File: src/rtl/mem_port_arbiter_pkg.sv
// Shared definitions for the memory-port arbiter: FSM/owner encodings,
// bus payload widths and the default fetch-starvation limit.
package mem_port_arbiter_pkg;

  localparam int unsigned XLEN                 = 32;
  localparam int unsigned BE_W                 = 4;
  localparam int unsigned STARVE_W             = 3;
  localparam int unsigned STARVE_LIMIT_DEFAULT = 2;

  typedef enum logic [1:0] {
    IDLE = 2'd0,
    ADDR = 2'd1,
    WAIT = 2'd2
  } arb_state_e;

  typedef enum logic {
    OWN_FETCH = 1'b0,
    OWN_LS    = 1'b1
  } owner_e;

  typedef struct packed {
    logic            we;
    logic [BE_W-1:0] be;
    logic [XLEN-1:0] addr;
    logic [XLEN-1:0] wdata;
  } bus_payload_t;

endpackage

File: src/rtl/mem_arb_pick.sv
// Combinational winner select between fetch and load/store requesters.
// Load/store wins by default; fetch wins once it has been starved for
// STARVE_LIMIT load/store grants, or when it is the only requester.
// A killed fetch request is never picked.
import mem_port_arbiter_pkg::*;

module mem_arb_pick #(
  parameter int unsigned STARVE_LIMIT = STARVE_LIMIT_DEFAULT
) (
  input  logic                if_req,
  input  logic                ls_req,
  input  logic                if_kill,
  input  logic [STARVE_W-1:0] starve_cnt,
  output logic                pick_if,
  output logic                pick_ls
);

  logic if_ok;
  logic starved;

  // Priority decision with starvation override.
  always_comb begin
    if_ok   = if_req & ~if_kill;
    starved = (starve_cnt == STARVE_W'(STARVE_LIMIT));
    pick_if = if_ok & (starved | ~ls_req);
    pick_ls = ls_req & ~pick_if;
  end

endmodule

File: src/rtl/mem_port_arbiter.sv
// Shares the single-ported memory bus between instruction fetch and
// load/store. One transaction at a time: IDLE grants and latches the
// payload, ADDR holds bus_req until bus_gnt, WAIT routes bus_rvalid back
// to the owner. Fetch responses orphaned by if_kill are dropped.
import mem_port_arbiter_pkg::*;

module mem_port_arbiter #(
  parameter int unsigned STARVE_LIMIT = STARVE_LIMIT_DEFAULT
) (
  input  logic            clk,
  input  logic            reset,
  // instruction fetch
  input  logic            if_req,
  input  logic [XLEN-1:0] if_addr,
  input  logic            if_kill,
  output logic            if_gnt,
  output logic            if_rvalid,
  output logic [XLEN-1:0] if_rdata,
  // load/store
  input  logic            ls_req,
  input  logic            ls_we,
  input  logic [BE_W-1:0] ls_be,
  input  logic [XLEN-1:0] ls_addr,
  input  logic [XLEN-1:0] ls_wdata,
  output logic            ls_gnt,
  output logic            ls_rvalid,
  output logic [XLEN-1:0] ls_rdata,
  // memory bus
  output logic            bus_req,
  output logic            bus_we,
  output logic [BE_W-1:0] bus_be,
  output logic [XLEN-1:0] bus_addr,
  output logic [XLEN-1:0] bus_wdata,
  input  logic            bus_gnt,
  input  logic            bus_rvalid,
  input  logic [XLEN-1:0] bus_rdata
);

  arb_state_e          state_q,     state_d;
  owner_e              owner_q,     owner_d;
  logic                drop_q,      drop_d;
  logic [STARVE_W-1:0] starve_q,    starve_d;
  bus_payload_t        pay_q,       pay_d;
  logic                if_rvalid_q, if_rvalid_d;
  logic                ls_rvalid_q, ls_rvalid_d;
  logic [XLEN-1:0]     if_rdata_q,  if_rdata_d;
  logic [XLEN-1:0]     ls_rdata_q,  ls_rdata_d;

  logic pick_if;
  logic pick_ls;
  logic grant_if;
  logic grant_ls;
  logic fetch_kill;

  mem_arb_pick #(
    .STARVE_LIMIT (STARVE_LIMIT)
  ) u_pick (
    .if_req     (if_req),
    .ls_req     (ls_req),
    .if_kill    (if_kill),
    .starve_cnt (starve_q),
    .pick_if    (pick_if),
    .pick_ls    (pick_ls)
  );

  // Grants are only issued from IDLE.
  always_comb begin
    grant_if   = (state_q == IDLE) & pick_if;
    grant_ls   = (state_q == IDLE) & pick_ls;
    fetch_kill = (owner_q == OWN_FETCH) & if_kill;
  end

  // Next-state, payload latch, starvation counter and response routing.
  always_comb begin
    state_d     = state_q;
    owner_d     = owner_q;
    drop_d      = drop_q;
    starve_d    = starve_q;
    pay_d       = pay_q;
    if_rvalid_d = 1'b0;
    ls_rvalid_d = 1'b0;
    if_rdata_d  = if_rdata_q;
    ls_rdata_d  = ls_rdata_q;

    unique case (state_q)
      IDLE: begin
        drop_d = 1'b0;
        if (grant_if) begin
          owner_d       = OWN_FETCH;
          pay_d.we      = 1'b0;
          pay_d.be      = '1;
          pay_d.addr    = if_addr;
          pay_d.wdata   = '0;
          starve_d      = '0;
          state_d       = ADDR;
        end else if (grant_ls) begin
          owner_d       = OWN_LS;
          pay_d.we      = ls_we;
          pay_d.be      = ls_be;
          pay_d.addr    = ls_addr;
          pay_d.wdata   = ls_wdata;
          if (!if_req) begin
            starve_d = '0;
          end else if (starve_q != STARVE_W'(STARVE_LIMIT)) begin
            starve_d = starve_q + STARVE_W'(1);
          end
          state_d       = ADDR;
        end
      end

      ADDR: begin
        if (fetch_kill) begin
          drop_d = 1'b1;
        end
        if (bus_gnt) begin
          state_d = WAIT;
        end
      end

      WAIT: begin
        if (fetch_kill) begin
          drop_d = 1'b1;
        end
        if (bus_rvalid) begin
          state_d = IDLE;
          drop_d  = 1'b0;
          if (owner_q == OWN_FETCH) begin
            // kill coincident with the response still suppresses it
            if (!drop_q && !if_kill) begin
              if_rvalid_d = 1'b1;
              if_rdata_d  = bus_rdata;
            end
          end else begin
            ls_rvalid_d = 1'b1;
            ls_rdata_d  = pay_q.we ? '0 : bus_rdata;
          end
        end
      end

      default: begin
        state_d = IDLE;
      end
    endcase
  end

  // State and payload registers.
  always_ff @(posedge clk or negedge reset) begin
    if (!reset) begin
      state_q     <= IDLE;
      owner_q     <= OWN_LS;
      drop_q      <= 1'b0;
      starve_q    <= '0;
      pay_q       <= '0;
      if_rvalid_q <= 1'b0;
      ls_rvalid_q <= 1'b0;
      if_rdata_q  <= '0;
      ls_rdata_q  <= '0;
    end else begin
      state_q     <= state_d;
      owner_q     <= owner_d;
      drop_q      <= drop_d;
      starve_q    <= starve_d;
      pay_q       <= pay_d;
      if_rvalid_q <= if_rvalid_d;
      ls_rvalid_q <= ls_rvalid_d;
      if_rdata_q  <= if_rdata_d;
      ls_rdata_q  <= ls_rdata_d;
    end
  end

  // Output drive; combinational grants are forced low while in reset.
  always_comb begin
    if_gnt    = grant_if & reset;
    ls_gnt    = grant_ls & reset;
    bus_req   = (state_q == ADDR);
    bus_we    = pay_q.we;
    bus_be    = pay_q.be;
    bus_addr  = pay_q.addr;
    bus_wdata = pay_q.wdata;
    if_rvalid = if_rvalid_q;
    if_rdata  = if_rdata_q;
    ls_rvalid = ls_rvalid_q;
    ls_rdata  = ls_rdata_q;
  end

endmodule

File: config.mk
export PLATFORM = sky130hd
export DESIGN_NAME = mem_port_arbiter
export DESIGN_NICKNAME = d
export VERILOG_FILES = /design/src/rtl/mem_port_arbiter_pkg.sv /design/src/rtl/mem_arb_pick.sv /design/src/rtl/mem_port_arbiter.sv
export SDC_FILE = /design/constraint.sdc
export NUM_CORES = 1
export LEC_CHECK = 0
export CELL_PAD_IN_SITES_DETAIL_PLACEMENT = 1
export CELL_PAD_IN_SITES_GLOBAL_PLACEMENT = 2
export CORE_MARGIN = 4
export CORE_UTILIZATION = 38
export DETAILED_ROUTE_END_ITERATION = 8
export DONT_BUFFER_PORTS = 1
export PLACE_DENSITY = 0.8
export SLEW_MARGIN = 15
export SYNTH_ARGS = -nofsm -noshare
export SYNTH_HDL_FRONTEND = slang
export SYNTH_SLANG_ARGS = --single-unit
File: constraint.sdc
create_clock -name clk -period 1.9 [get_ports clk]
set_clock_uncertainty 0.05 [all_clocks]
set_input_delay 0.285 -clock clk [delete_from_list [all_inputs] [get_ports clk]]
set_output_delay 0.285 -clock clk [all_outputs]
set_load 0.05 [all_outputs]
Yosys cells after proc, flatten, opt, wreduce, memory -nomap -nowiden
Cells that the tools add are included.

storage, ports and cells
  register bits = 142
  latch bits = 0
  bits in writable memories = 0
  bits in read-only memories = 0
  input bits = 140
  output and inout port bits = 138
  logic and storage cells = 69
  memories kept = 0

operators by class
  add/sub/neg operators = 1
  $mul = 0
  div/mod/pow operators = 0
  magnitude comparators = 0
  eq/ne operators = 8
  shift-type cells = 0
  mux-type cells = 24
  bitwise gates (word level) = 13
  reduce and logical (&&, ||, !) cells = 11

operators with widths
  cell                                           number
  two-way mux 69 bit                             2
  two-way mux 32 bit                             1
  two-way mux 3 bit                              4
  two-way mux 1 bit                              11
  AND reduction 3 bit                            3
  AND 1 bit                                      8
  two-way mux 2 bit                              4
  one-hot mux 2 bit (3 select lines)             1
  inverter 1 bit                                 4
  AND reduction 4 bit                            1
  adder 3 x 1 -> 3 bit, second input constant    1
  == test 3 x 2 -> 1 bit, second input constant  1
  != test 3 x 1 -> 1 bit, second input constant  1
  != test 3 x 2 -> 1 bit, second input constant  1
  != test 3 bit, second input constant           1
  one-hot mux 1 bit (3 select lines)             1
  nonzero test 3 bit                             1
  == test 2 x 1 -> 1 bit, second input constant  1
  == test 2 bit, second input constant           1
  zero test 1 bit                                2
  zero test 2 bit                                1
  != test 2 x 1 -> 1 bit, second input constant  1
  != test 2 bit, second input constant           1
  AND reduction 2 bit                            1
  3 further kinds                                3

Depth between registers and ports, before layout
Gate-level depths: netlist of the first run.

  word-level depth = 9
  gate-level depth with buffers = 8

Hierarchy
A second synthesis of the first run with hierarchy kept.

second synthesis, totals
  cells, all modules = 562
  area total of the unflattened synthesis = 5987.0 sq um

modules (own cells, without submodules)
  module            times used  cells an instance  area each (sq um)  sequential area each (sq um)
  mem_port_arbiter  1           558                5959.5             3554.7
  mem_arb_pick      1           4                  27.5               0.0

Worst setup path before layout of the first run
No wires, ideal clock.

  kind = register to output
  from = register state_q[0]
  to = output ls_gnt
  arrival time = 1.729 ns
  path slack = -0.164 ns
  cell stages (with the launch flop) = 8
  path buffers = 2
  cells stage by stage = dfrtp_1 > inv_1 > ha_1 > buf_2 > nand2_2 > a21oi_4 > buf_2 > and2_1

between the ends
  word-level cells in the longest chain between the ends = 3

RTL lines
  item                    RTL line                 source
  from (decl)             mem_port_arbiter.sv:39   arb_state_e state_q, state_d;
  from (signal assigned)  mem_port_arbiter.sv:159  state_q <= state_d;
  zero test 2 bit         mem_port_arbiter.sv:69   grant_ls = (state_q == IDLE) & pick_ls;
  AND 1 bit               mem_port_arbiter.sv:69
  AND 1 bit               mem_port_arbiter.sv:174  ls_gnt = grant_ls & reset;
  to (decl)               mem_port_arbiter.sv:25   output logic ls_gnt,

Every way passes these cells.

Worst setup path in the final report of the first run
  from = register starve_q[1]
  to = output if_gnt

between the ends
  word-level cells in the longest chain between the ends = 5

RTL lines
  item                    RTL line                 source
  from (decl)             mem_port_arbiter.sv:42   logic [STARVE_W-1:0] starve_q, starve_d;
  from (signal assigned)  mem_port_arbiter.sv:162  starve_q <= starve_d;
  == test 3 x 2 -> 1 bit  mem_arb_pick.sv:24       starved = (starve_cnt == STARVE_W'(STARVE_LIMIT));
  bitwise OR 1 bit        mem_arb_pick.sv:25       pick_if = if_ok & (starved | ~ls_req);
  AND 1 bit               mem_arb_pick.sv:25
  AND 1 bit               mem_port_arbiter.sv:68   grant_if = (state_q == IDLE) & pick_if;
  AND 1 bit               mem_port_arbiter.sv:173  if_gnt = grant_if & reset;
  to (decl)               mem_port_arbiter.sv:16   output logic if_gnt,

Every way passes these cells.

==> results.toml, run 1 <==
[grt]
grt_pass1_vias = 4795
grtUsageTotal = 0.198
grt_overflow = 0
antenna_found_initial = 0
grt_max_degree = 145
grt_pass1_wl_mm = 27.3

[clocking]
cts-root-buf = "clkbuf_16"
clock_sinks = 142
cts_buffers = 17
htreeDepth = 4
path_clk_slew_ns = 0.06
cts_buffer_depth = 2
insertion_delay_ns = 0.42
cts_tree = "built"
hold_buffers = 105

[synthesis]
synth_top_area_cell = "dfrtp_1"
yosysMostFrequentCell = "dfrtp_1"
synthCells = 482
synthTopCellsByCount = "dfrtp_1, nand2_1, o21ai_0"
yosys.cell_types.count = 40
synthArstFlopShare = 1.00
yosysWarningCount = 0
synth_area_per_cell_sq_um = 12.3
ys_seq_area_frac = 0.601
synth_edf_count = 0
synth-seq-cells = 142
yosysTopAreaCellShare = 0.597
syn_nets = 628
syn_area_sq_mm = 0.00591
yosys-top-cells-area = "dfrtp_1, mux2_2, mux2i_1, o21ai_0, a22o_1"
ys.flop_type = "dfrtp_1"

[detailed_routing]
drt-wirelength-per-cell_um = 23.0
drc = 0
antenna_left = 0
firstDrtPassIters = 4
via_per_inst = 5.46
wl_mm = 18.5
first_iter_violations = 159
vias = 4381

[critical_path]
crit_family = "flip-flops"
cp_cell_sequence = "ha_4, and2b_4, o211a_4, and2_4, buf_12"
reg2reg_depth = 7
slowest_stage = "dfrtp_1"
worstPathRequired_ns = 1.56
cp-end-kind = "output port"
crit_type = "flop to output port"
crit_path_start_kind = "flop"
r2r_start = "state_q[0]"
path_buf_inv = 1
cp_slowest_stage_delay_ns = 0.41
worstPathMaxFanout = 2
crit_arrival_ns = 1.69
worst_r2r_endpoint = "if_rdata[18]"
rrSetupSlack_ns = 0.07
worst-path-stages = 5

[timing]
holdWs_ns = -0.495
slew_headroom = 0.629
fin_setup_tns_ns = -0.240
layout_setup_ws_ns = -0.124
rsz0062_at_grt = "yes"
period_needed_ns = 2.02
fmax_mhz = 494
hold_viol_final = 142
timing.final.crit_share = 1.07
report.final.slew_viol_count = 0
worst_pin_slew_ns = 0.557
setup_viol = 2

[die]
ios = 278
die_width_um = 133
die_h_um = 133
start_util = 0.389
coreArea_sq_mm = 0.0152
die_area_sq_mm = 0.0176
row_count = 45

[power_and_ir_drop]
power_mw = 16.9
powerDensity_mw_per_mm2 = 2090
cellLeakagePower_nw = 3.74
peakVddDrop_uv = 1150

[finish]
antenna_cells = 0
fin_util = 0.532
drive_gt1_frac = 0.185
area_growth_pct = 36.8
layout.nets = 748

[run]
maxCapViolCount = 0

[placed_design]
port_buffers = 0
hpwl_mm = 10.5
place_ws_ns = 0.0736
globalplace.congestion = 0.746

[worst_hold_path]
min-delay-path-class = "primary input to async pin"

[outcome]
violations = "hold timing, setup timing"
status = "finished, violations left"
[placed cells by master (no fill, tap or decap), types with 2 or more instances in the layout]
master,instances
nand2_1,67
dlygate4sd3_1,105
clkbuf_8,2
nand2_2,2
nand2b_1,33
o21ai_1,14
inv_2,3
inv_1,4
ha_4,3
inv_6,5
dfrtp_1,141
and2_4,2
clkinvlp_4,3
o22a_1,5
ha_1,3
bufinv_16,2
clkbuf_16,20
mux2_4,19
mux2_2,13
o21ai_0,53
mux2i_1,33
buf_12,6
a22o_1,33
buf_4,14
buf_6,3
[layout make-up]
| class | count | area, sq um |
|---|---|---|
| tap | 188 | 235 |
| timing repair buffer | 132 | 1400 |
| clock inverter | 13 | 151 |
| inverter | 7 | 26.3 |
| multi-input combinational | 302 | 2270 |
| clock buffer | 19 | 453 |
| fill | 1525 | 7110 |
| sequential | 142 | 3550 |
[worst register-to-register path: stages (launching register included)]
cell and delay (ns):
dfrtp_1 0.40, inv_2 0.11, ha_4 0.17, nand2_4 0.05
nor4_4 0.25, buf_6 0.19, clkbuf_16 0.19, mux2_4 0.31
[logic make-up after synthesis]
group                      synth area share
muxes                                 0.119
DFF                                   0.601
buffers and inverters                0.0375
AOI/OAI and AO/OA                     0.131
adders and majority gates            0.0127
and+or+nand+nor                      0.0982
[registers in the layout, summed over array words and instances (netlist names)]
signal,flops
bus_addr,32
bus_wdata,32
if_rdata,32
ls_rdata,32
bus_be,4
starve_q,3
state_q,2
bus_we,1
drop_q,1
if_rvalid,1
ls_rvalid,1
owner_q,1
[stage by stage]
| step | hold slack, ns | area, sq um | std cells |
|---|---|---|---|
| after global placement | -0.0571 | 6130 | 651 |
| final | -0.495 | 8090 | 803 |
| after floorplan | -0.0606 | 5920 | 482 |
| after CTS | -0.513 | 7850 | 794 |
| after detailed placement | -0.0569 | 6130 | 651 |
| after global routing | -0.523 | 8090 | 803 |
[worst max-delay path by stage]
stage,start,end,slack (ns)
2_1_floorplan,state_q[0],ls_gnt,0.03
3_3_place_gp,state_q[0],if_rdata[20],0.13
3_5_place_dp,state_q[0],bus_wdata[3],0.07
4_1_cts,starve_q[0],if_gnt,-0.15
5_1_grt,starve_q[0],ls_gnt,-0.19
6_report,starve_q[1],if_gnt,-0.12
[power breakdown]
group	switching (mW)	internal [mW]	total [mW]
clock network	1.37	2.03	3.40
logic	1.63	1.84	3.47
registers	5.74	4.30	10.0
[routing by layer]
metal  track usage  up-vias  wire length (um)
met4        0.0756        0               461
met5             0        -                 0
met3        0.0772       34              1530
met1         0.222     2209              7000
li1              -     1915                 -
met2         0.341      223              9470
[repair_timing]
| item | CTS | global route |
|---|---|---|
| endpoints found under the setup margin | 2 | 48 |
| resized for setup | 6 | 36 |
| buffers inserted | 6 | 5 |
| cloned | 0 | 4 |
| endpoints found under the hold margin | 274 | 142 |
| pin swaps | 3 | 7 |
Note: power is estimated with default switching activity, not from simulation.
==> run 2, diff against run 1 <==
CELL_PAD_IN_SITES_GLOBAL_PLACEMENT = 1   (was 2)
CORE_UTILIZATION = 47   (was 38)
==> run 2 against run 1 <==
Compared with the run above: the flow still finishes with violations (hold timing, setup timing); final area is 1.7% lower; via count is 2.1% higher; maximum frequency is 3.1% lower; count of clock-buffer cells in the layout is 4 higher; non-clock buffer count is 3 lower; largest cell class unchanged; highest routed layer unchanged.
==> results.toml, run 2 (synthesis gave the netlist of run 1 again) <==
[detailed_routing]
drc = 0
via_per_inst = 5.71
firstDrtPassIters = 5
vias = 4471
antenna_left = 0
wl_mm = 21.1
drt-wirelength-per-cell_um = 26.9
first_iter_violations = 348

[critical_path]
cp-end-kind = "output port"
worstPathRequired_ns = 1.56
crit_type = "flop to output port"
r2r_start = "state_q[0]"
worstPathMaxFanout = 2
crit_arrival_ns = 1.75
worst_r2r_endpoint = "if_rdata[31]"
rrSetupSlack_ns = -0.05
crit_path_start_kind = "flop"
reg2reg_depth = 7

[placed_design]
globalplace.congestion = 0.791
port_buffers = 0
place_ws_ns = 0.0300
hpwl_mm = 10.8

[clocking]
htreeDepth = 4
cts_buffers = 17
hold_buffers = 104
insertion_delay_ns = 0.41
cts_buffer_depth = 2
cts-root-buf = "clkbuf_16"
path_clk_slew_ns = 0.06
cts_tree = "built"
clock_sinks = 142

[die]
ios = 278
die_area_sq_mm = 0.0144
coreArea_sq_mm = 0.0122
die_width_um = 120
die_h_um = 120
row_count = 40
start_util = 0.486

[timing]
hold_viol_final = 142
report.final.slew_viol_count = 0
worst_pin_slew_ns = 0.564
slew_headroom = 0.624
setup_viol = 34
timing.final.crit_share = 1.10
fmax_mhz = 479
layout_setup_ws_ns = -0.189
holdWs_ns = -0.484
period_needed_ns = 2.09
rsz0062_at_grt = "yes"

[finish]
layout_common_cells = "dfrtp_1, dlygate4sd3_1, nand2_1"
layout_commonest_cell = "dfrtp_1"
drive_gt1_frac = 0.175
fill_cells = 1164
area_growth_pct = 34.5
layout.nets = 745

[grt]
antenna_found_initial = 3
grt_max_degree = 145
grt_overflow = 0
grt_pass1_wl_mm = 29.9
grt_pass1_vias = 5097
grtUsageTotal = 0.272

[power_and_ir_drop]
powerDensity_mw_per_mm2 = 2150
cellLeakagePower_nw = 3.67
peakVddDrop_uv = 1020

[run]
maxCapViolCount = 0

[outcome]
status = "finished, violations left"
violations = "hold timing, setup timing"

[worst_hold_path]
min-delay-path-class = "primary input to async pin"
-- run 2: cell types whose count changed in the layout (fill, tap and decap cells not counted), moves of 3 or more --
cell and delta:
mux2_2 +18, diode_2 +3, o21ai_0 +6, o21ai_1 -6
inv_6 -4, mux2_4 -18
-- run 2: worst max path at each step --
| stage | from | to | slack [ns] |
|---|---|---|---|
| after CTS | starve_q[0] | if_gnt | -0.15 |
| after detailed placement | state_q[1] | bus_wdata[22] | 0.03 |
| final | starve_q[0] | ls_gnt | -0.19 |
| after global routing | starve_q[0] | ls_gnt | -0.21 |
| after global placement | state_q[0] | if_rdata[17] | 0.16 |
| after floorplan | state_q[0] | ls_gnt | 0.03 |
-- run 2: critical path, cell delays in order (launching register included) --
cell and delay, ns:
dfrtp_1 0.38, inv_2 0.08, ha_4 0.17, and2b_4 0.18, buf_6 0.12, a21oi_4 0.15, and2_4 0.26
-- run 2: through the flow --
step	total power, mW	setup TNS, ns	cell area, sq um	cells	utilization
floorplan	11.9	0	5920	482	-
CTS	16.6	-0.295	7810	773	0.642
detailed placement	12.9	0	6100	631	0.502
finish	17.1	-1.13	7950	783	0.654
global route	17.7	-2.76	7950	783	0.654
global placement	12.6	0	6100	631	0.502
-- run 2: power by group --
group | switching [mW] | total (mW) | internal, mW
logic | 1.87 | 3.62 | 1.75
registers | 5.78 | 10.1 | 4.30
clock network | 1.31 | 3.39 | 2.08
total | 8.95 | 17.1 | 8.13
-- run 2: area by class of cell --
class | count | area (sq um) | area share
antenna | 3 | 7.51 | 0.000944
clock buffer | 23 | 488 | 0.0614
clock inverter | 9 | 108 | 0.0135
inverter | 7 | 26.3 | 0.00330
multi-input combinational | 302 | 2170 | 0.273
sequential | 142 | 3550 | 0.447
tap | 168 | 210 | 0.0264
timing repair buffer | 129 | 1380 | 0.174
-- run 2: repair_timing --
| action | in CTS | in global routing |
|---|---|---|
| resized for setup | 6 | 9 |
| buffers inserted | 6 | 4 |
| pin swaps | 4 | 5 |
| endpoints found under the hold margin | 268 | 142 |
| endpoints found under the setup margin | 2 | 60 |
| cloned | 0 | 4 |
-- run 2: routing by layer --
metal | track usage | vias to the layer above | share of wire
met5 | 0 | - | 0
met3 | 0.0905 | 36 | 0.077
met1 | 0.279 | 2309 | 0.34
met2 | 0.507 | 216 | 0.56
met4 | 0.107 | 0 | 0.019
li1 | - | 1910 | -
==> run 3, diff against run 2 <==
--- a/config.mk
+++ b/config.mk
@@ -12,4 +12,5 @@
 export DETAILED_ROUTE_END_ITERATION = 8
 export DONT_BUFFER_PORTS = 1
+export GPL_TIMING_DRIVEN = 0
 export PLACE_DENSITY = 0.8
 export SLEW_MARGIN = 15
==> constraint.sdc (replaced) <==
create_clock -name clk -period 1.9 [get_ports clk]
set_clock_uncertainty 0.05 [all_clocks]
set_input_delay 0.19 -clock clk [delete_from_list [all_inputs] [get_ports clk]]
set_output_delay 0.19 -clock clk [all_outputs]
set_load 0.05 [all_outputs]
==> run 3 against run 2 <==
Compared with the run above: the flow still finishes with violations (hold timing, setup timing); highest routed layer unchanged; first-iteration DRC count is 17% lower; die area unchanged; power grew 2.2%; sequential power barely moved; maximum frequency about the same; combinational power is 2% higher; final area up 4.6%; clock power increased by 4%; final cell count rose by 6.8%; register-to-register slack improved by 0.06 ns.
==> results.toml, run 3 (synthesis gave the netlist of run 1 again) <==
[outcome]
status = "finished, violations left"
violations = "hold timing, setup timing"

[critical_path]
crit_type = "flop to output port"
slowest_stage = "dfrtp_1"
endpoint = "ls_gnt"
crit_arrival_ns = 1.85
crit_path_start = "starve_q[0]"
cp_slowest_stage_delay_ns = 0.40
cp_cell_sequence = "inv_2, ha_4, and2b_4, buf_12, a21oi_4, buf_6, and2_4"
worstPathMaxFanout = 2
worst_r2r_endpoint = "bus_wdata[17]"
crit_path_start_kind = "flop"
r2r_start = "starve_q[0]"
rrSetupSlack_ns = 0.01
reg2reg_depth = 9
cp-end-kind = "output port"
worstPathRequired_ns = 1.66

[placed_design]
port_buffers = 0
hpwl_mm = 11.7
dp_cells = 650
globalplace.congestion = 0.801
post_dp_cell_area_sq_mm = 0.00612

[grt]
grt_pass1_vias = 5607
grt_pass1_wl_mm = 33.8
grt_max_degree = 145
antenna_found_initial = 4
grtUsageTotal = 0.311
grt_overflow = 0

[finish]
area_growth_pct = 40.7
drive_gt1_frac = 0.182
fin_cells = 836
layout.nets = 798
fin_area_sq_mm = 0.00832
fin_util = 0.684
fill_cells = 1159
layout_commonest_cell = "dfrtp_1"
layout_common_cells = "dfrtp_1, dlygate4sd3_1, nand2_1"

[timing]
layout_setup_ws_ns = -0.190
fmax_mhz = 479
slew_headroom = 0.563
fin_setup_tns_ns = -0.313
period_needed_ns = 2.09
timing.final.crit_share = 1.10
worst_pin_slew_ns = 0.655
holdWs_ns = -0.585
hold_viol_final = 142
setup_viol = 2
rsz0062_at_grt = "yes"
report.final.slew_viol_count = 0

[die]
die_width_um = 120
ios = 278
die_area_sq_mm = 0.0144
row_count = 40
die_h_um = 120
coreArea_sq_mm = 0.0122
start_util = 0.486

[detailed_routing]
wl_mm = 22.5
antenna_left = 0
first_iter_violations = 290
firstDrtPassIters = 4
drc = 0
drt-wirelength-per-cell_um = 26.9
via_per_inst = 5.71
vias = 4773

[power_and_ir_drop]
power_mw = 17.5
peakVddDrop_uv = 1160
cellLeakagePower_nw = 3.85
powerDensity_mw_per_mm2 = 2100

[clocking]
cts_buffer_depth = 2
hold_buffers = 134
htreeDepth = 4
cts-root-buf = "clkbuf_16"
path_clk_slew_ns = 0.06
cts_buffers = 17
insertion_delay_ns = 0.41
clock_sinks = 142
cts_tree = "built"

[worst_hold_path]
min-delay-path-class = "primary input to async pin"

[run]
maxCapViolCount = 0
-- run 3: changes by cell type in the layout (fill, tap and decap cells not counted), sizes merged --
cell	delta
diode	+1
clkinv	-3
dlygate4sd3	+30
buf	+14
inv	-1
bufinv	+2
clkinvlp	-2
clkbuf	+12
-- run 3: power by group --
group          internal [mW]  leakage, nW  switching, mW
Sequential              4.30         1.77           5.92
Combinational           1.81         1.79           1.88
Clock                   2.30        0.299           1.24
Total                   8.41         3.85           9.05
-- run 3: metal layers --
metal | wire [um] | global-route usage | up-vias
li1 | - | - | 2021
met1 | 7550 | 0.313 | 2423
met2 | 12300 | 0.573 | 265
met3 | 1850 | 0.102 | 64
met4 | 839 | 0.152 | 0
met5 | 0 | 0 | -
-- run 3: through the flow --
step,hold WS [ns],setup slack (ns)
finish,-0.585,-0.190
global route,-0.605,-0.263
CTS,-0.603,-0.173
detailed placement,-0.152,-0.262
global placement,-0.153,-0.187
floorplan,-0.156,0.0579
-- run 3: critical path, delay by kind of cell (launching register included) --
| kind | cells | cell delay, ns |
|---|---|---|
| flip-flops | 1 | 0.40 |
| AO/OA/AOI/OAI | 1 | 0.14 |
| adder cells (fa/ha/maj) | 1 | 0.16 |
| buffers and inverters | 3 | 0.33 |
| AND/OR/NAND/NOR | 2 | 0.41 |
-- run 3: how the worst min path moves through the flow --
stage          start  depth (start not counted)           to
6_report       reset                          0  ls_rdata[7]
5_1_grt        reset                          0  if_rdata[5]
4_1_cts        reset                          0  ls_rdata[7]
3_5_place_dp   reset                          0  if_rdata[4]
3_3_place_gp   reset                          0  if_rdata[4]
2_1_floorplan  reset                          0  bus_addr[0]
-- run 3: timing repair --
item / 4_1_cts / 5_1_grt
cloned: 0 / 0
setup buffers: 12 / 5
gates resized for setup: 21 / 24
hold endpoints to repair: 276 / 142
pin swaps: 6 / 4
setup endpoints to repair: 87 / 93
-- run 3: final cells by class --
class | instances | area [sq um] | share of cell area
Sequential cell | 142 | 3550 | 0.427
Tap cell | 168 | 210 | 0.0253
Timing Repair Buffer | 151 | 1480 | 0.178
Antenna cell | 4 | 10.0 | 0.00120
Buffer | 31 | 234 | 0.0281
Clock inverter | 5 | 129 | 0.0155
Inverter | 7 | 26.3 | 0.00316
Multi-Input combinational cell | 302 | 2190 | 0.263
Clock buffer | 26 | 489 | 0.0588
